**src/rtl/exec_muldiv.sv**
```systemverilog
`default_nettype none
// +--------------------------------------------------------------------+
// | exec_muldiv : execute-stage ALU with HI/LO and iterative mul/div.   |
// | EXEC_MULDIV_FAST_MUL_EN selects a single-cycle multiplier. rev 1.0  |
// +--------------------------------------------------------------------+
package exec_muldiv_pkg;
  localparam logic [5:0] ALU_ADD     = 6'd0;
  localparam logic [5:0] ALU_SUB     = 6'd1;
  localparam logic [5:0] ALU_AND     = 6'd2;
  localparam logic [5:0] ALU_OR      = 6'd3;
  localparam logic [5:0] ALU_XOR     = 6'd4;
  localparam logic [5:0] ALU_NOR     = 6'd5;
  localparam logic [5:0] ALU_SLT     = 6'd6;
  localparam logic [5:0] ALU_SLTU    = 6'd7;
  localparam logic [5:0] ALU_SLL     = 6'd8;
  localparam logic [5:0] ALU_SRL     = 6'd9;
  localparam logic [5:0] ALU_SRA     = 6'd10;
  localparam logic [5:0] ALU_LUI     = 6'd11;
  localparam logic [5:0] ALU_MACCESS = 6'd12;
  localparam logic [5:0] ALU_MULT    = 6'd13;
  localparam logic [5:0] ALU_MULTU   = 6'd14;
  localparam logic [5:0] ALU_DIV     = 6'd15;
  localparam logic [5:0] ALU_DIVU    = 6'd16;
  localparam logic [5:0] ALU_MFHI    = 6'd17;
  localparam logic [5:0] ALU_MFLO    = 6'd18;
  localparam logic [5:0] ALU_MTHI    = 6'd19;
  localparam logic [5:0] ALU_MTLO    = 6'd20;

  localparam logic [7:0] TRAP_STALL    = 8'h01;
  localparam logic [7:0] TRAP_OVERFLOW = 8'h0C;
endpackage

module exec_muldiv
  import exec_muldiv_pkg::*;
#(
  parameter int WIDTH = 32,
  parameter int CNT_W = $clog2(WIDTH) + 1
) (
  input  logic        clk,
  input  logic        rst,
  exec_muldiv_if.slave bus
);
  localparam int SH_W = $clog2(WIDTH);

  typedef enum logic [1:0] {
    S_IDLE = 2'd0,
    S_MUL  = 2'd1,
    S_DIV  = 2'd2,
    S_DONE = 2'd3
  } state_t;

  state_t           state_q;
  logic [CNT_W-1:0] cnt_q;
  logic [WIDTH-1:0] hi_q, lo_q;
  logic [WIDTH-1:0] acc_q, wrk_q, opnd_q, rs_q;
  logic             is_div_q, neg_q, neg_rem_q, dz_q;
  logic             busy_q, out_valid_q;
  logic [WIDTH-1:0] out_val_q;
  logic [7:0]       exc_q;

  logic             accept, is_iter, is_div, is_signed, rs_neg, rt_neg;
  logic [WIDTH-1:0] rs_mag, rt_mag, rt_twos;
  logic [WIDTH:0]   add_sum, sub_sum;
  logic [WIDTH:0]   div_shift, div_diff;
  logic             div_ge, last_iter;
  logic [2*WIDTH-1:0] prod_fix;
  logic [WIDTH-1:0] alu_val_d;
  logic [7:0]       alu_exc_d;
`ifdef EXEC_MULDIV_FAST_MUL_EN
  logic [2*WIDTH-1:0] fast_prod;
`else
  logic [WIDTH:0]   mul_sum;
`endif

  assign accept = bus.in_valid && bus.in_ready;

  always_comb begin
    rt_twos   = ~bus.rt_val + WIDTH'(1);
    add_sum   = {bus.rs_val[WIDTH-1], bus.rs_val} + {bus.rt_val[WIDTH-1], bus.rt_val};
    sub_sum   = {bus.rs_val[WIDTH-1], bus.rs_val} + {rt_twos[WIDTH-1], rt_twos};
    alu_val_d = '0;
    alu_exc_d = 8'h00;
    case (bus.op)
      ALU_ADD:
        if (bus.check_overflow && (add_sum[WIDTH] ^ add_sum[WIDTH-1])) alu_exc_d = TRAP_OVERFLOW;
        else alu_val_d = add_sum[WIDTH-1:0];
      ALU_SUB:
        if (bus.check_overflow && (sub_sum[WIDTH] ^ sub_sum[WIDTH-1])) alu_exc_d = TRAP_OVERFLOW;
        else alu_val_d = sub_sum[WIDTH-1:0];
      ALU_AND:     alu_val_d = bus.rs_val & bus.rt_val;
      ALU_OR:      alu_val_d = bus.rs_val | bus.rt_val;
      ALU_XOR:     alu_val_d = bus.rs_val ^ bus.rt_val;
      ALU_NOR:     alu_val_d = ~(bus.rs_val | bus.rt_val);
      ALU_SLT:     alu_val_d = {{(WIDTH-1){1'b0}}, $signed(bus.rs_val) < $signed(bus.rt_val)};
      ALU_SLTU:    alu_val_d = {{(WIDTH-1){1'b0}}, bus.rs_val < bus.rt_val};
      ALU_SLL:     alu_val_d = bus.rt_val << bus.rs_val[SH_W-1:0];
      ALU_SRL:     alu_val_d = bus.rt_val >> bus.rs_val[SH_W-1:0];
      ALU_SRA:     alu_val_d = $signed(bus.rt_val) >>> bus.rs_val[SH_W-1:0];
      ALU_LUI:     alu_val_d = bus.const_val << (WIDTH / 2);
      ALU_MACCESS: alu_val_d = bus.rs_val + bus.const_val;
      ALU_MFHI:    alu_val_d = hi_q;
      ALU_MFLO:    alu_val_d = lo_q;
      ALU_MTHI, ALU_MTLO, ALU_MULT, ALU_MULTU, ALU_DIV, ALU_DIVU: alu_val_d = '0;
      default:     alu_exc_d = TRAP_STALL;
    endcase
    if (bus.exception_in != 8'h00) begin
      alu_val_d = '0;
      alu_exc_d = bus.exception_in;
    end
  end

  // Signed ops iterate on magnitudes; signs are reapplied when HI/LO are written.
  always_comb begin
    is_div    = (bus.op == ALU_DIV) || (bus.op == ALU_DIVU);
    is_iter   = is_div || (bus.op == ALU_MULT) || (bus.op == ALU_MULTU);
    is_signed = (bus.op == ALU_MULT) || (bus.op == ALU_DIV);
    rs_neg    = is_signed && bus.rs_val[WIDTH-1];
    rt_neg    = is_signed && bus.rt_val[WIDTH-1];
    rs_mag    = rs_neg ? -bus.rs_val : bus.rs_val;
    rt_mag    = rt_neg ? -bus.rt_val : bus.rt_val;
    div_shift = {acc_q, wrk_q[WIDTH-1]};
    div_diff  = div_shift - {1'b0, opnd_q};
    div_ge    = ~div_diff[WIDTH];
    last_iter = (cnt_q == CNT_W'(WIDTH - 1));
    prod_fix  = neg_q ? -{acc_q, wrk_q} : {acc_q, wrk_q};
`ifdef EXEC_MULDIV_FAST_MUL_EN
    fast_prod = {{WIDTH{1'b0}}, opnd_q} * {{WIDTH{1'b0}}, wrk_q};
`else
    mul_sum   = {1'b0, acc_q} + (wrk_q[0] ? {1'b0, opnd_q} : '0);
`endif
  end

  always_ff @(posedge clk) begin
    if (rst) begin
      state_q     <= S_IDLE;
      cnt_q       <= '0;
      hi_q        <= '0;
      lo_q        <= '0;
      acc_q       <= '0;
      wrk_q       <= '0;
      opnd_q      <= '0;
      rs_q        <= '0;
      is_div_q    <= 1'b0;
      neg_q       <= 1'b0;
      neg_rem_q   <= 1'b0;
      dz_q        <= 1'b0;
      busy_q      <= 1'b0;
      out_valid_q <= 1'b0;
      out_val_q   <= '0;
      exc_q       <= TRAP_STALL;
    end else begin
      out_valid_q <= 1'b0;
      out_val_q   <= '0;
      exc_q       <= 8'h00;
      case (state_q)
        S_IDLE: begin
          if (accept) begin
            if (is_iter && (bus.exception_in == 8'h00)) begin
              state_q   <= is_div ? S_DIV : S_MUL;
              busy_q    <= 1'b1;
              cnt_q     <= '0;
              acc_q     <= '0;
              opnd_q    <= is_div ? rt_mag : rs_mag;
              wrk_q     <= is_div ? rs_mag : rt_mag;
              rs_q      <= bus.rs_val;
              is_div_q  <= is_div;
              neg_q     <= rs_neg ^ rt_neg;
              neg_rem_q <= rs_neg;
              dz_q      <= (bus.rt_val == '0);
            end else begin
              out_valid_q <= 1'b1;
              out_val_q   <= alu_val_d;
              exc_q       <= alu_exc_d;
              if (bus.exception_in == 8'h00 && bus.op == ALU_MTHI) hi_q <= bus.rs_val;
              if (bus.exception_in == 8'h00 && bus.op == ALU_MTLO) lo_q <= bus.rs_val;
            end
          end
        end
        S_MUL: begin
`ifdef EXEC_MULDIV_FAST_MUL_EN
          {acc_q, wrk_q} <= fast_prod;
          state_q        <= S_DONE;
          out_valid_q    <= 1'b1;
`else
          acc_q <= mul_sum[WIDTH:1];
          wrk_q <= {mul_sum[0], wrk_q[WIDTH-1:1]};
          cnt_q <= cnt_q + CNT_W'(1);
          if (last_iter) begin
            state_q     <= S_DONE;
            out_valid_q <= 1'b1;
          end
`endif
        end
        S_DIV: begin
          acc_q <= div_ge ? div_diff[WIDTH-1:0] : div_shift[WIDTH-1:0];
          wrk_q <= {wrk_q[WIDTH-2:0], div_ge};
          cnt_q <= cnt_q + CNT_W'(1);
          if (last_iter) begin
            state_q     <= S_DONE;
            out_valid_q <= 1'b1;
          end
        end
        S_DONE: begin
          if (!is_div_q) begin
            {hi_q, lo_q} <= prod_fix;
          end else if (dz_q) begin
            lo_q <= '1;
            hi_q <= rs_q;
          end else begin
            lo_q <= neg_q ? -wrk_q : wrk_q;
            hi_q <= neg_rem_q ? -acc_q : acc_q;
          end
          busy_q  <= 1'b0;
          state_q <= S_IDLE;
        end
        default: state_q <= S_IDLE;
      endcase
    end
  end

  assign bus.in_ready  = !busy_q && !rst;
  assign bus.out_valid = out_valid_q;
  assign bus.out_val   = out_val_q;
  assign bus.exception = exc_q;
  assign bus.busy      = busy_q;
endmodule
`default_nettype wire
```
**src/rtl/exec_muldiv_if.sv**
```systemverilog
`default_nettype none
// +--------------------------------------------------------------------+
// | exec_muldiv_if : decode-side handshake and result bus of exec_muldiv |
// | rev 1.0                                                            |
// +--------------------------------------------------------------------+
interface exec_muldiv_if #(
  parameter int WIDTH = 32
);
  logic             in_valid;
  logic             in_ready;
  logic [5:0]       op;
  logic             check_overflow;
  logic [WIDTH-1:0] rs_val;
  logic [WIDTH-1:0] rt_val;
  logic [WIDTH-1:0] const_val;
  logic [7:0]       exception_in;
  logic             out_valid;
  logic [WIDTH-1:0] out_val;
  logic [7:0]       exception;
  logic             busy;

  modport master (
    output in_valid, op, check_overflow, rs_val, rt_val, const_val, exception_in,
    input  in_ready, out_valid, out_val, exception, busy
  );

  modport slave (
    input  in_valid, op, check_overflow, rs_val, rt_val, const_val, exception_in,
    output in_ready, out_valid, out_val, exception, busy
  );
endinterface
`default_nettype wire

```
**src/flat_wrapper.sv**
```systemverilog
// flat-port wrapper written by rule: the top's interface ports become plain ports
module exec_muldiv_flat import exec_muldiv_pkg::*;
#(
  parameter int WIDTH = 32,
  parameter int CNT_W = $clog2(WIDTH) + 1
)
  (clk, rst, bus_in_valid, bus_op, bus_check_overflow, bus_rs_val, bus_rt_val, bus_const_val, bus_exception_in, bus_in_ready, bus_out_valid, bus_out_val, bus_exception, bus_busy);
  exec_muldiv_if #(.WIDTH(WIDTH)) bus_i ();
  input  logic clk;
  input  logic rst;
  input wire logic [$bits(bus_i.in_valid)-1:0] bus_in_valid;
  input wire logic [$bits(bus_i.op)-1:0] bus_op;
  input wire logic [$bits(bus_i.check_overflow)-1:0] bus_check_overflow;
  input wire logic [$bits(bus_i.rs_val)-1:0] bus_rs_val;
  input wire logic [$bits(bus_i.rt_val)-1:0] bus_rt_val;
  input wire logic [$bits(bus_i.const_val)-1:0] bus_const_val;
  input wire logic [$bits(bus_i.exception_in)-1:0] bus_exception_in;
  output wire logic [$bits(bus_i.in_ready)-1:0] bus_in_ready;
  output wire logic [$bits(bus_i.out_valid)-1:0] bus_out_valid;
  output wire logic [$bits(bus_i.out_val)-1:0] bus_out_val;
  output wire logic [$bits(bus_i.exception)-1:0] bus_exception;
  output wire logic [$bits(bus_i.busy)-1:0] bus_busy;
  assign bus_i.in_valid = bus_in_valid;
  assign bus_i.op = bus_op;
  assign bus_i.check_overflow = bus_check_overflow;
  assign bus_i.rs_val = bus_rs_val;
  assign bus_i.rt_val = bus_rt_val;
  assign bus_i.const_val = bus_const_val;
  assign bus_i.exception_in = bus_exception_in;
  assign bus_in_ready = bus_i.in_ready;
  assign bus_out_valid = bus_i.out_valid;
  assign bus_out_val = bus_i.out_val;
  assign bus_exception = bus_i.exception;
  assign bus_busy = bus_i.busy;
  exec_muldiv #(.WIDTH(WIDTH), .CNT_W(CNT_W)) u_core (.clk(clk), .rst(rst), .bus(bus_i));
endmodule
```
**config.mk**
```make
export PLATFORM = sky130hd
export DESIGN_NAME = exec_muldiv_flat
export DESIGN_NICKNAME = d
export VERILOG_FILES = /design/src/rtl/exec_muldiv.sv /design/src/rtl/exec_muldiv_if.sv /design/src/flat_wrapper.sv
export SDC_FILE = /design/constraint.sdc
export NUM_CORES = 2
export LEC_CHECK = 0
export ABC_AREA = 0
export CAP_MARGIN = 20
export CELL_PAD_IN_SITES_DETAIL_PLACEMENT = 0
export CELL_PAD_IN_SITES_GLOBAL_PLACEMENT = 1
export CORE_MARGIN = 4
export CORE_UTILIZATION = 46
export DETAILED_ROUTE_END_ITERATION = 8
export HOLD_SLACK_MARGIN = 0.02
export PLACE_DENSITY_LB_ADDON = 0.12
export SLEW_MARGIN = 20
export SYNTH_ARGS = -nofsm -noshare
export SYNTH_HDL_FRONTEND = slang
export SYNTH_SLANG_ARGS = --single-unit
```
**constraint.sdc**
```tcl
create_clock -name clk -period 6.1 [get_ports clk]
set_input_delay 0.915 -clock clk [delete_from_list [all_inputs] [get_ports clk]]
set_output_delay 0.915 -clock clk [all_outputs]
set_load 0.05 [all_outputs]
```
==> results.md <==
* Outcome: finished with violations
* Failing checks: DRC
* Worst path required time at 6650 ps
* Detailed Routing Iterations Pass 1 at 9
* Worst hold stages at 2
* Worst setup SP type: primary input
* Final hold vios at 0
* CTS Sinks at 246
* CTS max path bufs at 3
* Number of global-route vias before repair at 31786
* Area leader, netlist: dfxtp_1
* Core ar. at 0.0635 mm^2
* Die width at 262 um
* FP Rows at 92
* Worst Hold Launch: u_core.rs_q[13]$_SDFFE_PP0P_
* Synth top area share at 0.166
* Total negative slack at 0 ps
* Synth top cells by count: 496 x a21oi_1, 477 x nand2_1, 434 x nor2_1
* Crit path max fanout at 8
* Die Y at 262 um
* Detailed Route Iter0 Violations at 4722
* Placer Congestion at 1.05
* CTS tree: done
* Cts repair resizes at 0
* Slowest cell on crit path: clkdlybuf4s50_1
* Worst Hold End: u_core.rs_q[13]$_SDFFE_PP0P_
* Final min period at 5290 ps
* GRT Total Usage at 0.418
* DR DRC count at 5
* CP top delay family: simple AND/OR/NAND/NOR gates
* Async SR Flop Fraction at 0
* Worst Hold Class: flip-flop to flip-flop
* R2R Path Start: u_core.wrk_q[31]$_SDFFE_PP0P_
* Number of fill cells in the layout at 6424
* EDFF count, synth at 0
* DR WL/cell at 29.5 um
* Critical Path Sink Type: flip-flop
* Crit path DAT at 5850 ps
* Total Wirelength at 150 mm
* Crit path cell chain: clkdlybuf4s50_1 > inv_1 > ha_1 > nand4_1 > or3_1 > nor3_2 > nand2_1 > xnor2_1 > ha_1 > nand2_1 > nor4_1 > a221oi_1 > nand2b_1 > a211oi_2 > or2_2 > xnor2_1 > nor3_1 > o21ai_0 > buf_4 > o21ai_0
* Grt ovf at 0
* RSZ-0062 raised after global routing: false
* First-pass GRT wire length at 216 mm
* Slew Limit Headroom at 0.134
* IO Port Bufs at 156
* Dpl hpwl at 116 mm
* Clk_skew at 41.2 ps
* Worst reg2reg path depth at 15
* Post-CTS setup repair buffer count at 0
* Final setup violation count at 0
* Root Driver: clkbuf_16
* Most common cell in the synthesized netlist: a21oi_1
* Num CTS Buffers at 31
* Share of layout cells above drive strength 1 at 0.0816
* Clock latency on the worst-skew pair at 630 ps
* Pwr Density at 205 mW/mm^2
* Ports at 157
* ANT nets after route at 0
* Max-cap viol count at 0
* Largest net degree at the start of global routing at 70
* Synth Register Bits at 246
* Least-Margin Pin Slew at 1290 ps
* Fmax at 189 MHz
* Leak at 13.1 nW
* Area grow syn2layout at 12.5%
* Synth area leaders: dfxtp_1 17%, ha_1 9.7%, a21oi_1 8.4%
* Cell count after synthesis at 4218
* Reg2reg end: u_core.acc_q[28]$_SDFFE_PP0P_
* Post-route insts no fill at 5098
* Clk slew on worst S/H paths at 60 ps
* Syn Area/Cell at 7.04 um^2
* Launch point of the worst path: bus_rt_val[0]
* Crit path kind: primary input to flip-flop
* Post-Syn Area at 0.0297 mm^2
* Peak supply drop at 0.215 mV
* R2r setup slk at 1670 ps
* Cells after DPL at 5038
* Antenna violations before repair at 2
* H-tree levels at 1
* Vias post-DR at 34146
* Final Net Count at 4576
* Die area at 0.0687 mm^2
* Max Slew Vio Count at 0
* Fin crit share at 0.867
* Prevailing post-synth register cell: dfxtp_1
* Syn Nets at 4568
* Initial Util at 0.467
* Crit path buf inv count at 3
* Vias per inst at 6.70
* Ys Warns at 0
* Max incr delay on CP at 620 ps
* Netlist cell types at 100
* Post-CTS Hold Buffers at 0
* Sequential area share after synthesis at 0.166
-- layout make-up --
class / instances / area [um^2] / area share
Multi-Input combinational cell: 3462 / 22900 / 0.686
Sequential cell: 246 / 4930 / 0.147
Timing Repair Buffer: 314 / 2740 / 0.0821
Tap cell: 846 / 1060 / 0.0317
Clock buffer: 44 / 925 / 0.0277
Clock inverter: 13 / 205 / 0.00614
Antenna cell: 2 / 5.00 / 0.000150
Inverter: 171 / 642 / 0.0192
-- tightest hold or removal path, stage by stage, from the launching register on --
cell and delay (ps):
dfxtp_1 310, nand2_1 50, a21oi_1 50
-- state kept, by name, summed over array words and instances, names as in the netlist, 2 cells and up --
name                  cells
u_core.acc_q             32
u_core.bus.out_val       32
u_core.hi_q              32
u_core.lo_q              32
u_core.opnd_q            32
u_core.rs_q              32
u_core.wrk_q             32
u_core.bus.exception      8
u_core.cnt_q              6
u_core.state_q            2
-- cells in the final DEF, fill, tap and decap left out, drive strengths merged, types with 20 or more instances in the layout --
cell type,synthesis,final
a21o,73,73
o21ai,281,281
o221ai,42,42
xnor2,203,203
and2,21,21
or3,23,23
a22oi,74,74
nand3,95,95
a221oi,60,60
xor2,74,74
nor4,29,29
o21a,27,27
and3,25,25
a21oi,497,497
mux2i,66,66
inv,165,168
a211o,22,22
dfxtp,246,246
nand2,477,477
nand2b,30,30
o211ai,65,65
buf,64,164
nor3,85,85
a222oi,20,20
nor2,436,436
ha,231,231
o21bai,27,27
o22ai,31,31
a31oi,33,33
a211oi,81,81
clkdlybuf4s50,0,150
o31ai,40,40
nand4,50,50
mux4,36,36
clkbuf,275,44
-- worst max path at each step --
| stage | endpoint | slack (ps) | cells past startpoint |
|---|---|---|---|
| 2_1_floorplan | u_core.bus.out_val[28]$_SDFF_PP0_ | 1300 | 18 |
| 3_3_place_gp | u_core.bus.out_val[24]$_SDFF_PP0_ | 390 | 19 |
| 3_5_place_dp | u_core.bus.out_val[3]$_SDFF_PP0_ | 310 | 19 |
| 4_1_cts | u_core.bus.out_val[22]$_SDFF_PP0_ | 940 | 19 |
| 5_1_grt | u_core.bus.out_val[17]$_SDFF_PP0_ | 530 | 18 |
| 6_report | u_core.bus.exception[3]$_SDFF_PP0_ | 810 | 20 |
-- cells by family after synthesis --
group,Yosys count,synth area share
compound gates,1491,0.326
xor+xnor,277,0.0819
mux,110,0.0526
fa+ha+maj,236,0.101
flops,246,0.166
simple gates,1348,0.206
buf+inv,510,0.0669
-- where the power goes --
group          internal [W]  switching, W  total (W)
clock network       0.00126      0.000823    0.00208
registers           0.00172      0.000211    0.00194
logic              0.000898       0.00194    0.00284
-- metrics by stage --
stage / utilization / hold WS [ps] / worst slack [ps] / total power [W] / area (um^2)
after CTS: 0.525 / 453 / 942 / 0.00675 / 33400
final: 0.526 / 453 / 809 / 0.00686 / 33400
after detailed placement: 0.508 / 444 / 306 / 0.00467 / 32300
after global placement: 0.508 / 439 / 388 / 0.00468 / 32300
after floorplan: - / 431 / 1300 / 0.00363 / 29700
after global routing: 0.526 / 472 / 528 / 0.00708 / 33400
-- metal layers --
metal  wire length, um  up-vias  part of all wire  GRT usage
met5                 7        -          0.000047          0
met4              9850        2             0.065      0.214
met3             16900      401              0.11      0.106
met2             64200     2104              0.43      0.647
met1             59500    16200              0.40      0.540
li1                  -    15439                 -          -
(Power assumes the default switching activity.)
